### src/rtl/pipeline_hazard_ctrl.sv
// Central stall/flush controller for the 5-stage pipeline: arbitrates memory waits,
// taken-branch flushes and load-use bubbles, with a memory watchdog and stall counter.
module pipeline_hazard_ctrl #(
  parameter int REG_W       = 5,
  parameter int MEM_TIMEOUT = 15,
  parameter int CNT_W       = 16
) (
  input  logic             clk,
  input  logic             reset,
  input  logic [REG_W-1:0] id_rs,
  input  logic [REG_W-1:0] id_rt,
  input  logic             id_uses_rt,
  input  logic [REG_W-1:0] ex_rd,
  input  logic             ex_MemtoReg,
  input  logic             ex_branch_taken,
  input  logic             mem_req,
  input  logic             mem_ready,
  output logic             pc_en,
  output logic             en_IF_ID,
  output logic             en_ID_EX,
  output logic             en_EX_MEM,
  output logic             en_MEM_WB,
  output logic             flush_IF_ID,
  output logic             flush_ID_EX,
  output logic             mem_timeout,
  output logic [CNT_W-1:0] stall_count
);

  localparam int WC_W = (MEM_TIMEOUT < 1) ? 1 : $clog2(MEM_TIMEOUT + 1);

  typedef enum logic [1:0] {
    RUN      = 2'd0,
    MEM_WAIT = 2'd1,
    ERROR    = 2'd2
  } state_t;

  state_t           state_q, state_d;
  logic [WC_W-1:0]  wait_cnt_q, wait_cnt_d;
  logic [CNT_W-1:0] stall_cnt_q, stall_cnt_d;
  logic             timeout_q, timeout_d;

  logic             luh;
  logic             use_hazard_rules;
  logic             stall_all;

  // Register 0 is hardwired zero, so a load "writing" it never creates a dependency.
  assign luh = ex_MemtoReg && (ex_rd != '0) &&
               ((ex_rd == id_rs) || (id_uses_rt && (ex_rd == id_rt)));

  always_comb begin
    state_d          = state_q;
    wait_cnt_d       = wait_cnt_q;
    timeout_d        = timeout_q;
    use_hazard_rules = 1'b0;
    stall_all        = 1'b0;

    unique case (state_q)
      RUN: begin
        if (mem_req && !mem_ready) begin
          stall_all  = 1'b1;
          state_d    = MEM_WAIT;
          wait_cnt_d = WC_W'(1);
        end else begin
          use_hazard_rules = 1'b1;
        end
      end
      MEM_WAIT: begin
        if (!mem_ready) begin
          stall_all = 1'b1;
          if (wait_cnt_q == WC_W'(MEM_TIMEOUT)) begin
            state_d   = ERROR;
            timeout_d = 1'b1;
          end else begin
            wait_cnt_d = wait_cnt_q + WC_W'(1);
          end
        end else begin
          // The access completes this cycle, so a new request cannot re-stall yet.
          use_hazard_rules = 1'b1;
          state_d          = RUN;
          wait_cnt_d       = '0;
        end
      end
      ERROR: begin
        stall_all = 1'b1;
      end
      default: begin
        stall_all = 1'b1;
        state_d   = RUN;
        wait_cnt_d = '0;
      end
    endcase
  end

  always_comb begin
    pc_en       = 1'b1;
    en_IF_ID    = 1'b1;
    en_ID_EX    = 1'b1;
    en_EX_MEM   = 1'b1;
    en_MEM_WB   = 1'b1;
    flush_IF_ID = 1'b0;
    flush_ID_EX = 1'b0;

    if (stall_all) begin
      pc_en     = 1'b0;
      en_IF_ID  = 1'b0;
      en_ID_EX  = 1'b0;
      en_EX_MEM = 1'b0;
      en_MEM_WB = 1'b0;
    end else if (use_hazard_rules) begin
      if (ex_branch_taken) begin
        // A taken branch squashes the ID instruction, so any load-use on it is moot.
        flush_IF_ID = 1'b1;
        flush_ID_EX = 1'b1;
      end else if (luh) begin
        pc_en       = 1'b0;
        en_IF_ID    = 1'b0;
        flush_ID_EX = 1'b1;
      end
    end

    // The reset input overrides combinationally so the pipeline is never frozen in reset.
    if (!reset) begin
      pc_en       = 1'b1;
      en_IF_ID    = 1'b1;
      en_ID_EX    = 1'b1;
      en_EX_MEM   = 1'b1;
      en_MEM_WB   = 1'b1;
      flush_IF_ID = 1'b0;
      flush_ID_EX = 1'b0;
    end
  end

  always_comb begin
    stall_cnt_d = stall_cnt_q;
    if (!pc_en && (state_q != ERROR) && (stall_cnt_q != {CNT_W{1'b1}})) begin
      stall_cnt_d = stall_cnt_q + CNT_W'(1);
    end
  end

  always_ff @(posedge clk or negedge reset) begin
    if (!reset) begin
      state_q     <= RUN;
      wait_cnt_q  <= '0;
      stall_cnt_q <= '0;
      timeout_q   <= 1'b0;
    end else begin
      state_q     <= state_d;
      wait_cnt_q  <= wait_cnt_d;
      stall_cnt_q <= stall_cnt_d;
      timeout_q   <= timeout_d;
    end
  end

  assign mem_timeout = timeout_q;
  assign stall_count = stall_cnt_q;

endmodule

### config.mk
export PLATFORM = sky130hd
export DESIGN_NAME = pipeline_hazard_ctrl
export DESIGN_NICKNAME = d
export VERILOG_FILES = /design/src/rtl/pipeline_hazard_ctrl.sv
export SDC_FILE = /design/constraint.sdc
export NUM_CORES = 1
export LEC_CHECK = 0
export BUFFER_PORTS_ARGS = -buffer_cell sky130_fd_sc_hd__buf_2
export CORE_ASPECT_RATIO = 1.4
export CORE_UTILIZATION = 53
export DETAILED_ROUTE_END_ITERATION = 10
export PLACE_DENSITY = 0.83
export SLEW_MARGIN = 20
export SYNTH_ARGS = -nofsm -noshare
export SYNTH_HDL_FRONTEND = slang
export SYNTH_SLANG_ARGS = --single-unit
### constraint.sdc
create_clock -name clk -period 3.2 [get_ports clk]
set_input_delay 0.64 -clock clk [delete_from_list [all_inputs] [get_ports clk]]
set_output_delay 0.64 -clock clk [all_outputs]
set_load 0.05 [all_outputs]
==> flow_metrics.env <==
export IMPL_status="completed"
export IMPL_core_mm2=0.00242
export IMPL_synth_area_mm2=0.00138
export IMPL_initial_core_util_pct=56.9
export IMPL_clock_skew_ps=1.95
export IMPL_synth_warnings=0
export IMPL_dieHeight_um=62.3
export IMPL_ant_nets=0
export IMPL_cp_required_ps=2560
export IMPL_placementRows=21
export IMPL_cts_resized=0
export IMPL_pwr_share_seq_pct=47.4
export IMPL_final_layout_size_suffix_gt1_share_pct=31.7
export IMPL_numClockSinks=23
export IMPL_switchingPower_w=0.000321
export IMPL_crit_top_cell="buf_2"
export IMPL_clockBufferDepth=2
export IMPL_htreeDepth=1
export IMPL_stdcell_area_mm2=0.00164
export IMPL_p_clk_share_pct=17.1
export IMPL_synthFlopType="dfrtp_1"
export IMPL_clkTransAtPathRegs_ps=130
export IMPL_final_period_utilization_pct=82.4
export IMPL_grt_remaining_overflow=0
export IMPL_wire_per_inst_um=13.1
export IMPL_path_max_fanout=3
export IMPL_antenna_found_initial=0
export IMPL_p_leak_nw=0.839
export IMPL_met1_usage_pct=24.7
export IMPL_grt_busiest_layer="met2"
export IMPL_power_density_mw_per_mm2=473
export IMPL_slowest_delay_ps=510
export IMPL_critPathSlowestCell="or4_1"
export IMPL_max_cap_violations=0
export IMPL_finalMaxSlewViolations=0
export IMPL_grt_max_degree=24
export IMPL_setup_tns_final_ps=0
export IMPL_dr_pass1_iters=4
export IMPL_start_kind="input port"
export IMPL_drt_wl_total_mm=2.85
export IMPL_dpl_cell_area_mm2=0.00161
export IMPL_grt_pass1_vias=1197
export IMPL_hold_violations=0
export IMPL_clk_latency_ps=300
export IMPL_dieArea_mm2=0.00281
export IMPL_ys_types=39
export IMPL_root_buffer="clkbuf_4"
export IMPL_fmax_ghz=0.379
export IMPL_ys_seq_elements=23
export IMPL_synth_fa_ha_area_share_pct=1.82
export IMPL_area_growth_pct=19.2
export IMPL_cp_cell_sequence="buf_2 -> or4_1 -> o21ai_1 -> nor2_1 -> o211a_1 -> buf_2"
export IMPL_reg2reg_from="stall_count[0]$_DFFE_PN0P_"
export IMPL_cts_hold_buffers=0
export IMPL_yosysTopAreaCellShare_pct=41.8
export IMPL_postSynthAreaPerCell_um2=9.97
export IMPL_fillerInstances=196
export IMPL_power_frac_comb_pct=35.5
export IMPL_vias_per_cell=5.44
export IMPL_rsz0062_at_grt="no"
export IMPL_place_port_buffers=45
export IMPL_synth_xor_area_share_pct=15.3
export IMPL_internal_power_w=0.000455
export IMPL_drt_iter0_markers=15
export IMPL_rr_worst_depth=6
export IMPL_r2r_end="stall_count[1]$_DFFE_PN0P_"
export IMPL_r2r_slack_ps=1090
export IMPL_max_slew_margin_pct=64.5
export IMPL_synth_cells=138
export IMPL_num_vias=1181
export IMPL_critical_path_arrival_ps=2000
export IMPL_setup_viol=0
export IMPL_period_minus_slack_ps=2640
export IMPL_synth_area_leader_cell="dfrtp_1"
export IMPL_post_cts_buffers=0
export IMPL_fp_dieW_um=45.1
export IMPL_cts_made_buffers=3
export IMPL_cts_tree="yes"
export IMPL_worstSetupPathType="input port to output pin"
export IMPL_switching_share_pct=41.3
export IMPL_synth_compound_area_share_pct=9.18
export IMPL_ir_worst_vdd_v=0.000439
export IMPL_gp_congestion=0.843
export IMPL_drc_errors=0
export IMPL_grt_pass1_wl_mm=4.84
export IMPL_pin_count=46
export IMPL_use_met3_pct=2.91
export IMPL_synth_top_family_by_area="simple AND/OR/NAND/NOR gates"
export IMPL_final_nets=208
export IMPL_worstSetupEndpointType="output pin"
export IMPL_finalPower_w=0.000776
export IMPL_grt_util_met2_pct=39.9
export IMPL_synthTopCellsByCount="dfrtp_1 (23), xor2_1 (23), nand2_1 (15)"
export IMPL_worstMarginPinSlew_ps=530
export IMPL_grt_usage_pct=22.1
export IMPL_synth_edf_count=0
export IMPL_synthTopCellsByArea="dfrtp_1 (42%), xor2_1 (15%), nand2_1 (4.1%)"
export IMPL_synth_simple_gate_area_share_pct=26.5
export IMPL_synthesis_nets=162
export IMPL_hold_class="input port to async pin"
export IMPL_dpl_hpwl_mm=2.28
export IMPL_yosysSeqAreaShare_pct=41.8
export IMPL_async_flop_share_pct=100
export IMPL_diodes=0
export IMPL_synthMuxAreaShare_pct=2.36
==> power by group through the flow <==
| stage | clock (W) | combinational [W] | sequential [W] |
|---|---|---|---|
| 6_report | 0.000133 | 0.000276 | 0.000367 |
| 5_1_grt | 0.000155 | 0.000295 | 0.000376 |
| 4_1_cts | 0.000136 | 0.000279 | 0.000368 |
| 3_5_place_dp | 0 | 0.000278 | 0.000373 |
| 3_3_place_gp | 0 | 0.000269 | 0.000370 |
| 2_1_floorplan | 0 | 0.000103 | 0.000467 |
==> registers in the layout (all words and copies together), names as in the netlist <==
register     count
state_q          2
stall_count     16
mem_timeout      1
wait_cnt_q       4
==> kinds of logic after synthesis <==
group,count (synthesis)
AO/OA/AOI/OAI,16
flip-flops,23
buffers and inverters,6
XOR/XNOR,24
AND/OR/NAND/NOR,64
adder cells (fa/ha/maj),2
multiplexers,3
==> critical path: cells and delay by family <==
kind                   cells  cell delay, ps
AO/OA/AOI/OAI              2             440
buffers and inverters      2             340
AND/OR/NAND/NOR            2             580
==> metrics by stage <==
stage	utilization, %	setup slack [ps]	instances	hold slack (ps)
final	67.9	564	217	390
after global routing	67.9	451	217	406
after CTS	67.9	568	217	389
after detailed placement	66.8	572	213	451
after global placement	66.8	591	213	447
after floorplan	-	451	138	344
==> per-layer routing <==
metal  vias up  share of wire, %
li1        579                 -
met2        24                56
met3         6               2.6
met5         -                 0
met4         0               2.1
met1       572                39
==> worst max-delay path by stage <==
| stage | startpoint | end | slack [ps] | cells past startpoint |
|---|---|---|---|---|
| after global routing | ex_rd[3] | pc_en | 450 | 7 |
| after CTS | ex_rd[3] | pc_en | 570 | 7 |
| final | ex_rd[1] | flush_ID_EX | 560 | 6 |
| after global placement | ex_rd[1] | flush_ID_EX | 590 | 6 |
| after detailed placement | ex_rd[1] | flush_ID_EX | 570 | 6 |
| after floorplan | ex_rd[1] | pc_en | 450 | 5 |
==> layout by cell type, fill, tap and decap left out, drive strengths merged, types with 3 or more instances in the layout <==
cell type  count
dfrtp         23
a21oi          4
clkbuf         4
xor2          23
nor3           8
buf           46
and4           3
nand2b         3
and3           3
nor2          14
nand2         15
nand3          8
==> cell type report <==
cell class | instances | area (um^2) | share of cell area (%)
timing repair buffer | 46 | 233 | 14.2
tap | 34 | 42.5 | 2.59
sequential | 23 | 576 | 35.1
multi-input combinational | 109 | 759 | 46.3
clock buffer | 4 | 26.3 | 1.60
inverter | 1 | 3.75 | 0.229
No activity file was read; power rests on OpenSTA's default activity.
